[config.mk]
export PLATFORM = sky130hd
export DESIGN_NAME = imem_addr_stepper
export DESIGN_NICKNAME = d
export VERILOG_FILES = /design/src/rtl/imem_addr_stepper.sv
export SDC_FILE = /design/constraint.sdc
export NUM_CORES = 1
export LEC_CHECK = 0
export CORE_MARGIN = 5
export CORE_UTILIZATION = 55
export DETAILED_ROUTE_END_ITERATION = 8
export GPL_TIMING_DRIVEN = 0
export HOLD_SLACK_MARGIN = 0.02
export MAX_ROUTING_LAYER = met4
export PLACE_DENSITY = 0.72
export RECOVER_POWER = 50
export SYNTH_ARGS = -nofsm -noshare
export SYNTH_HDL_FRONTEND = slang
export SYNTH_HIERARCHICAL = 1
export SYNTH_SLANG_ARGS = --single-unit
[constraint.sdc]
create_clock -name clk -period 3.7 [get_ports clk]
set_input_delay 0.74 -clock clk [delete_from_list [all_inputs] [get_ports clk]]
set_output_delay 0.74 -clock clk [all_outputs]
set_load 0.1 [all_outputs]
[src/rtl/imem_addr_stepper.sv]
// Instruction-memory address stepper: two debounced push buttons step a
// registered word address up or down, wrapping at 0 and ADDR_MAX.

// Per-button synchronizer plus debounce FSM. Also flags the clock edge on
// which the debounced level goes 0->1.
module imem_btn_debounce #(
    parameter int unsigned DEBOUNCE_CYCLES = 1000000
) (
    input  logic clk,
    input  logic reset,
    input  logic btn,
    output logic level,
    output logic rise
);

    localparam int unsigned CW = $clog2(DEBOUNCE_CYCLES + 1);
    localparam logic [CW-1:0] CNT_LAST = CW'(DEBOUNCE_CYCLES - 1);
    localparam logic [CW-1:0] CNT_SAT  = CW'(DEBOUNCE_CYCLES);

    typedef enum logic [1:0] {
        IDLE,
        PRESS_WAIT,
        PRESSED,
        RELEASE_WAIT
    } state_t;

    logic          sync1;
    logic          sync2;
    state_t        state;
    state_t        state_next;
    logic [CW-1:0] cnt;
    logic [CW-1:0] cnt_next;
    logic [CW-1:0] cnt_inc;
    logic          level_next;

    // Two-flop synchronizer for the raw, asynchronous button.
    always_ff @(posedge clk) begin
        if (reset) begin
            sync1 <= 1'b0;
            sync2 <= 1'b0;
        end else begin
            sync1 <= btn;
            sync2 <= sync1;
        end
    end

    // Debounce state, stability counter and registered debounced level.
    always_ff @(posedge clk) begin
        if (reset) begin
            state <= IDLE;
            cnt   <= '0;
            level <= 1'b0;
        end else begin
            state <= state_next;
            cnt   <= cnt_next;
            level <= level_next;
        end
    end

    // Next-state logic: a wait state needs DEBOUNCE_CYCLES further agreeing
    // samples after the one that entered it; any disagreeing sample backs out.
    always_comb begin
        state_next = state;
        cnt_inc    = (cnt == CNT_SAT) ? cnt : cnt + CW'(1);
        cnt_next   = '0;
        case (state)
            IDLE: begin
                if (sync2) state_next = PRESS_WAIT;
            end
            PRESS_WAIT: begin
                if (!sync2) begin
                    state_next = IDLE;
                end else if (cnt == CNT_LAST) begin
                    state_next = PRESSED;
                end else begin
                    cnt_next = cnt_inc;
                end
            end
            PRESSED: begin
                if (!sync2) state_next = RELEASE_WAIT;
            end
            RELEASE_WAIT: begin
                if (sync2) begin
                    state_next = PRESSED;
                end else if (cnt == CNT_LAST) begin
                    state_next = IDLE;
                end else begin
                    cnt_next = cnt_inc;
                end
            end
            default: begin
                state_next = IDLE;
            end
        endcase
        // Level is registered from the next state so it tracks the FSM exactly,
        // and the step can be taken on the same edge the level rises.
        level_next = (state_next == PRESSED) || (state_next == RELEASE_WAIT);
        rise       = level_next && !level;
    end

endmodule

module imem_addr_stepper #(
    parameter int unsigned ADDR_WIDTH      = 6,
    parameter int unsigned ADDR_MAX        = 63,
    parameter int unsigned DEBOUNCE_CYCLES = 1000000
) (
    input  logic                  clk,
    input  logic                  reset,
    input  logic                  btn_up,
    input  logic                  btn_down,
    output logic [ADDR_WIDTH-1:0] addr,
    output logic                  addr_changed,
    output logic                  up_level,
    output logic                  down_level
);

    localparam logic [ADDR_WIDTH-1:0] ADDR_TOP = ADDR_WIDTH'(ADDR_MAX);

    logic                  up_rise;
    logic                  down_rise;
    logic [ADDR_WIDTH-1:0] addr_next;
    logic                  changed_next;

    imem_btn_debounce #(
        .DEBOUNCE_CYCLES(DEBOUNCE_CYCLES)
    ) u_up_db (
        .clk   (clk),
        .reset (reset),
        .btn   (btn_up),
        .level (up_level),
        .rise  (up_rise)
    );

    imem_btn_debounce #(
        .DEBOUNCE_CYCLES(DEBOUNCE_CYCLES)
    ) u_down_db (
        .clk   (clk),
        .reset (reset),
        .btn   (btn_down),
        .level (down_level),
        .rise  (down_rise)
    );

    // Step selection: simultaneous up and down steps cancel out.
    always_comb begin
        addr_next = addr;
        if (up_rise && !down_rise) begin
            addr_next = (addr == ADDR_TOP) ? '0 : addr + ADDR_WIDTH'(1);
        end else if (down_rise && !up_rise) begin
            addr_next = (addr == '0) ? ADDR_TOP : addr - ADDR_WIDTH'(1);
        end
        changed_next = (addr_next != addr);
    end

    // Address register and its one-cycle change pulse.
    always_ff @(posedge clk) begin
        if (reset) begin
            addr         <= '0;
            addr_changed <= 1'b0;
        end else begin
            addr         <= addr_next;
            addr_changed <= changed_next;
        end
    end

endmodule

==> key figures <==
Floorplan
  – # IOs: 13
  – Row count: 25
  – Die Wd: 80.7 µm
  – Core footprint: 4790 µm²
  – Die area: 6510 µm²
  – Die Ht: 80.7 µm
  – Initial Util: 57.4%

Timing
  – Post-Route Setup TNS: 0 ns
  – Final setup margin: 0.405 ns
  – Slew margin rel.: 35.4%
  – Fmax: 304 MHz
  – Hold Vio Cnt, Final: 0
  – Unrepaired setup endpoints after global routing: false
  – Clock Skew: 0.00712 ns
  – Worst Tran Pin Value: 0.966 ns
  – Period minus WS final: 3.29 ns
  – Max-slew violations: 0
  – Finish-stage setup viols: 0
  – Period utilisation layout: 89.0%

Finish
  – Core Util, Final: 63.5%
  – Area of the multi-input gates: 1510 µm²
  – Register area: 1100 µm²
  – Most frequent cells in the layout: 55 x dfxtp_1, 44 x nor2_1, 24 x xor2_1, 24 x nand3_1, 20 x nand2_1
  – # fillers: 431
  – Final nets: 341
  – Area delta synth->final: 10.7%
  – Most common cell after layout, fill and taps aside: dfxtp_1
  – Layout cells sized above 1: 6.04%
  – ANT cells: 0

Clock network
  – CTS tree: yes
  – TritonCTS Buffers: 5
  – CTS max path bufs: 2
  – CTS resizes: 0
  – Worst-path clk slew: 0.10 ns
  – H-tree depth: 2
  – Clock insertion delay at the later pin of the skew report: 0.29 ns
  – Hold_buf cts: 0
  – CTS root buf: clkbuf_8
  – CTS sink cnt: 55
  – Setup Fix Bufs, Post-CTS: 0

Synthesis
  – Syn Inst Count: 311
  – YS warnings: 6
  – Mean Syn Cell Area: 8.83 µm²
  – Synthesized Nets: 322
  – Synth Register Bits: 55
  – Asr flop ratio synth: 0%
  – Synthesized area: 2750 µm²
  – Post-synthesis cell type count: 40
  – Post-synth EDFFs: 0
  – Synth top area share: 40.1%
  – Area leader, netlist: dfxtp_1
  – Register area share after synthesis: 40.1%
  – Synth area leaders: dfxtp_1 40%, xor2_1 7.7%, nor2_1 6.0%, xnor2_1 4.8%, nand3_1 4.4%
  – Top_reg_cell synth: dfxtp_1

Global routing
  – GRT Resource Usage Total: 17.3%
  – Vias in the first global route: 2057
  – Largest net degree at the start of global routing: 17
  – Wire length of the first global-routing pass: 8.82 mm
  – Grt ovf: 0
  – Antenna violations before repair: 0

Detailed routing
  – DR vias/cell: 5.30
  – Detailed Route Iter0 Violations: 69
  – Residual DRC: 0
  – Final wirelength: 4.89 mm
  – Vias: 2109
  – Antenna-violating nets left: 0
  – Mean routed wirelength per cell: 12.3 µm
  – DR pass1 iterations: 4

Worst setup path
  – Crit end category: register
  – CP max FO: 10
  – Critical path launch point type: register
  – Critical Path RT: 3.91 ns
  – Register-to-register setup slack: 0.41 ns
  – R2r endpoint: addr[4]
  – Startpoint of the worst register-to-register path: u_up_db/cnt[7]
  – WP data arrival: 3.50 ns
  – Cells on worst reg2reg path: 8
  – Kind of critical path: reg -> reg

Place
  – GP Congestion: 0.787
  – Number of port buffers: 12
  – Place WS: 0.473 ns
  – DP Wirelength: 3.53 mm

Outcome
  – Status: finished clean

Power
  – Max VDD drop: 233 µV
  – Design Power: 0.00106 W
  – Leak: 0.959 nW
  – Pwr/cell area: 348 nW/µm²

Min path
  – WHS Endpoint: u_up_db/sync2
  – Hold Path Origin: u_up_db/sync1
  – Hold Crit Depth: 1
  – Hold Path Class: reg -> reg

Run
  – Maxcap violations: 0
## worst max path at each step
stage                    from  endpoint  slack (ns)
3_3_place_gp   u_up_db/cnt[7]   addr[4]        0.54
3_5_place_dp   u_up_db/cnt[7]   addr[4]        0.47
5_1_grt        u_up_db/cnt[7]   addr[4]        0.27
2_1_floorplan  u_up_db/cnt[7]   addr[4]        0.85
4_1_cts        u_up_db/cnt[7]   addr[4]        0.44
6_report       u_up_db/cnt[7]   addr[4]        0.41
## sequential cells by signal, summed over array words and instances, names as in the netlist
signal and count:
addr 6, u_up_db/sync1 1, u_up_db/state 1, u_up_db/level 1, u_up_db/cnt 20, u_down_db/level 1, u_down_db/sync1 1, addr_changed 1
u_down_db/cnt 20, u_down_db/sync2 1, u_down_db/state 1, u_up_db/sync2 1
## cells by family (layout without fill, tap and decap cells)
| group | after synthesis | in the layout | share of synthesized area, % |
|---|---|---|---|
| adder cells (fa/ha/maj) | 7 | 7 | 3.19 |
| multiplexers | 4 | 4 | 1.50 |
| XOR/XNOR | 39 | 39 | 12.4 |
| buffers and inverters | 19 | 39 | 3.73 |
| AO/OA/AOI/OAI | 33 | 33 | 8.56 |
| AND/OR/NAND/NOR | 154 | 154 | 30.5 |
| flip-flops | 55 | 55 | 40.1 |
## metal layers
metal	GRT usage, %	up-vias	part of all wire (%)
li1	-	1118	-
met1	21.2	975	51
met2	29.1	14	47
met3	4.04	2	1.7
met4	3.72	0	0.57
met5	-	-	0
## worst max-delay path: stages (launching register included)
cell and delay (ns):
dfxtp_1 0.36, or4_1 0.51, or4_1 0.52, clkbuf_1 0.17
nor4_1 0.65, buf_4 0.29, nor2b_1 0.28, a21oi_1 0.15
a221oi_2 0.28
## layout make-up
cell class,count,share of cell area [%]
multi-input combinational,237,49.5
sequential,55,36.2
timing repair buffer,12,3.95
tap,67,2.76
clock buffer,6,2.39
buffer,11,2.18
clock inverter,2,1.98
inverter,8,0.988
## cells in the mapped netlist (all sizes together) (4+ instances only)
| master | number |
|---|---|
| nor2b | 7 |
| and4 | 8 |
| buf | 9 |
| or3 | 6 |
| and3 | 5 |
| ha | 7 |
| nor3 | 7 |
| nand3 | 24 |
| xnor2 | 15 |
| nor2 | 44 |
| xor2 | 24 |
| dfxtp | 55 |
| nand2b | 8 |
| or4 | 4 |
| o21ai | 7 |
| inv | 8 |
| nand4 | 6 |
| a21oi | 16 |
| nor4 | 4 |
| nand2 | 20 |
## metrics by stage
| stage | cell area (µm²) | instances | hold slack [ns] |
|---|---|---|---|
| after floorplan | 2750 | 311 | 0.414 |
| after global placement | 2950 | 390 | 0.417 |
| after CTS | 3080 | 398 | 0.461 |
| after detailed placement | 2950 | 390 | 0.434 |
| after global routing | 3040 | 398 | 0.474 |
| final | 3040 | 398 | 0.457 |
## report_power, final
part           leakage (nW)  total (W)  internal (W)  switching, W
Clock                0.0654   0.000454      0.000270      0.000183
Sequential            0.444   0.000595      0.000594    0.00000123
Combinational         0.449  0.0000104    0.00000520    0.00000518
Power figures use the tool's default switching activity.
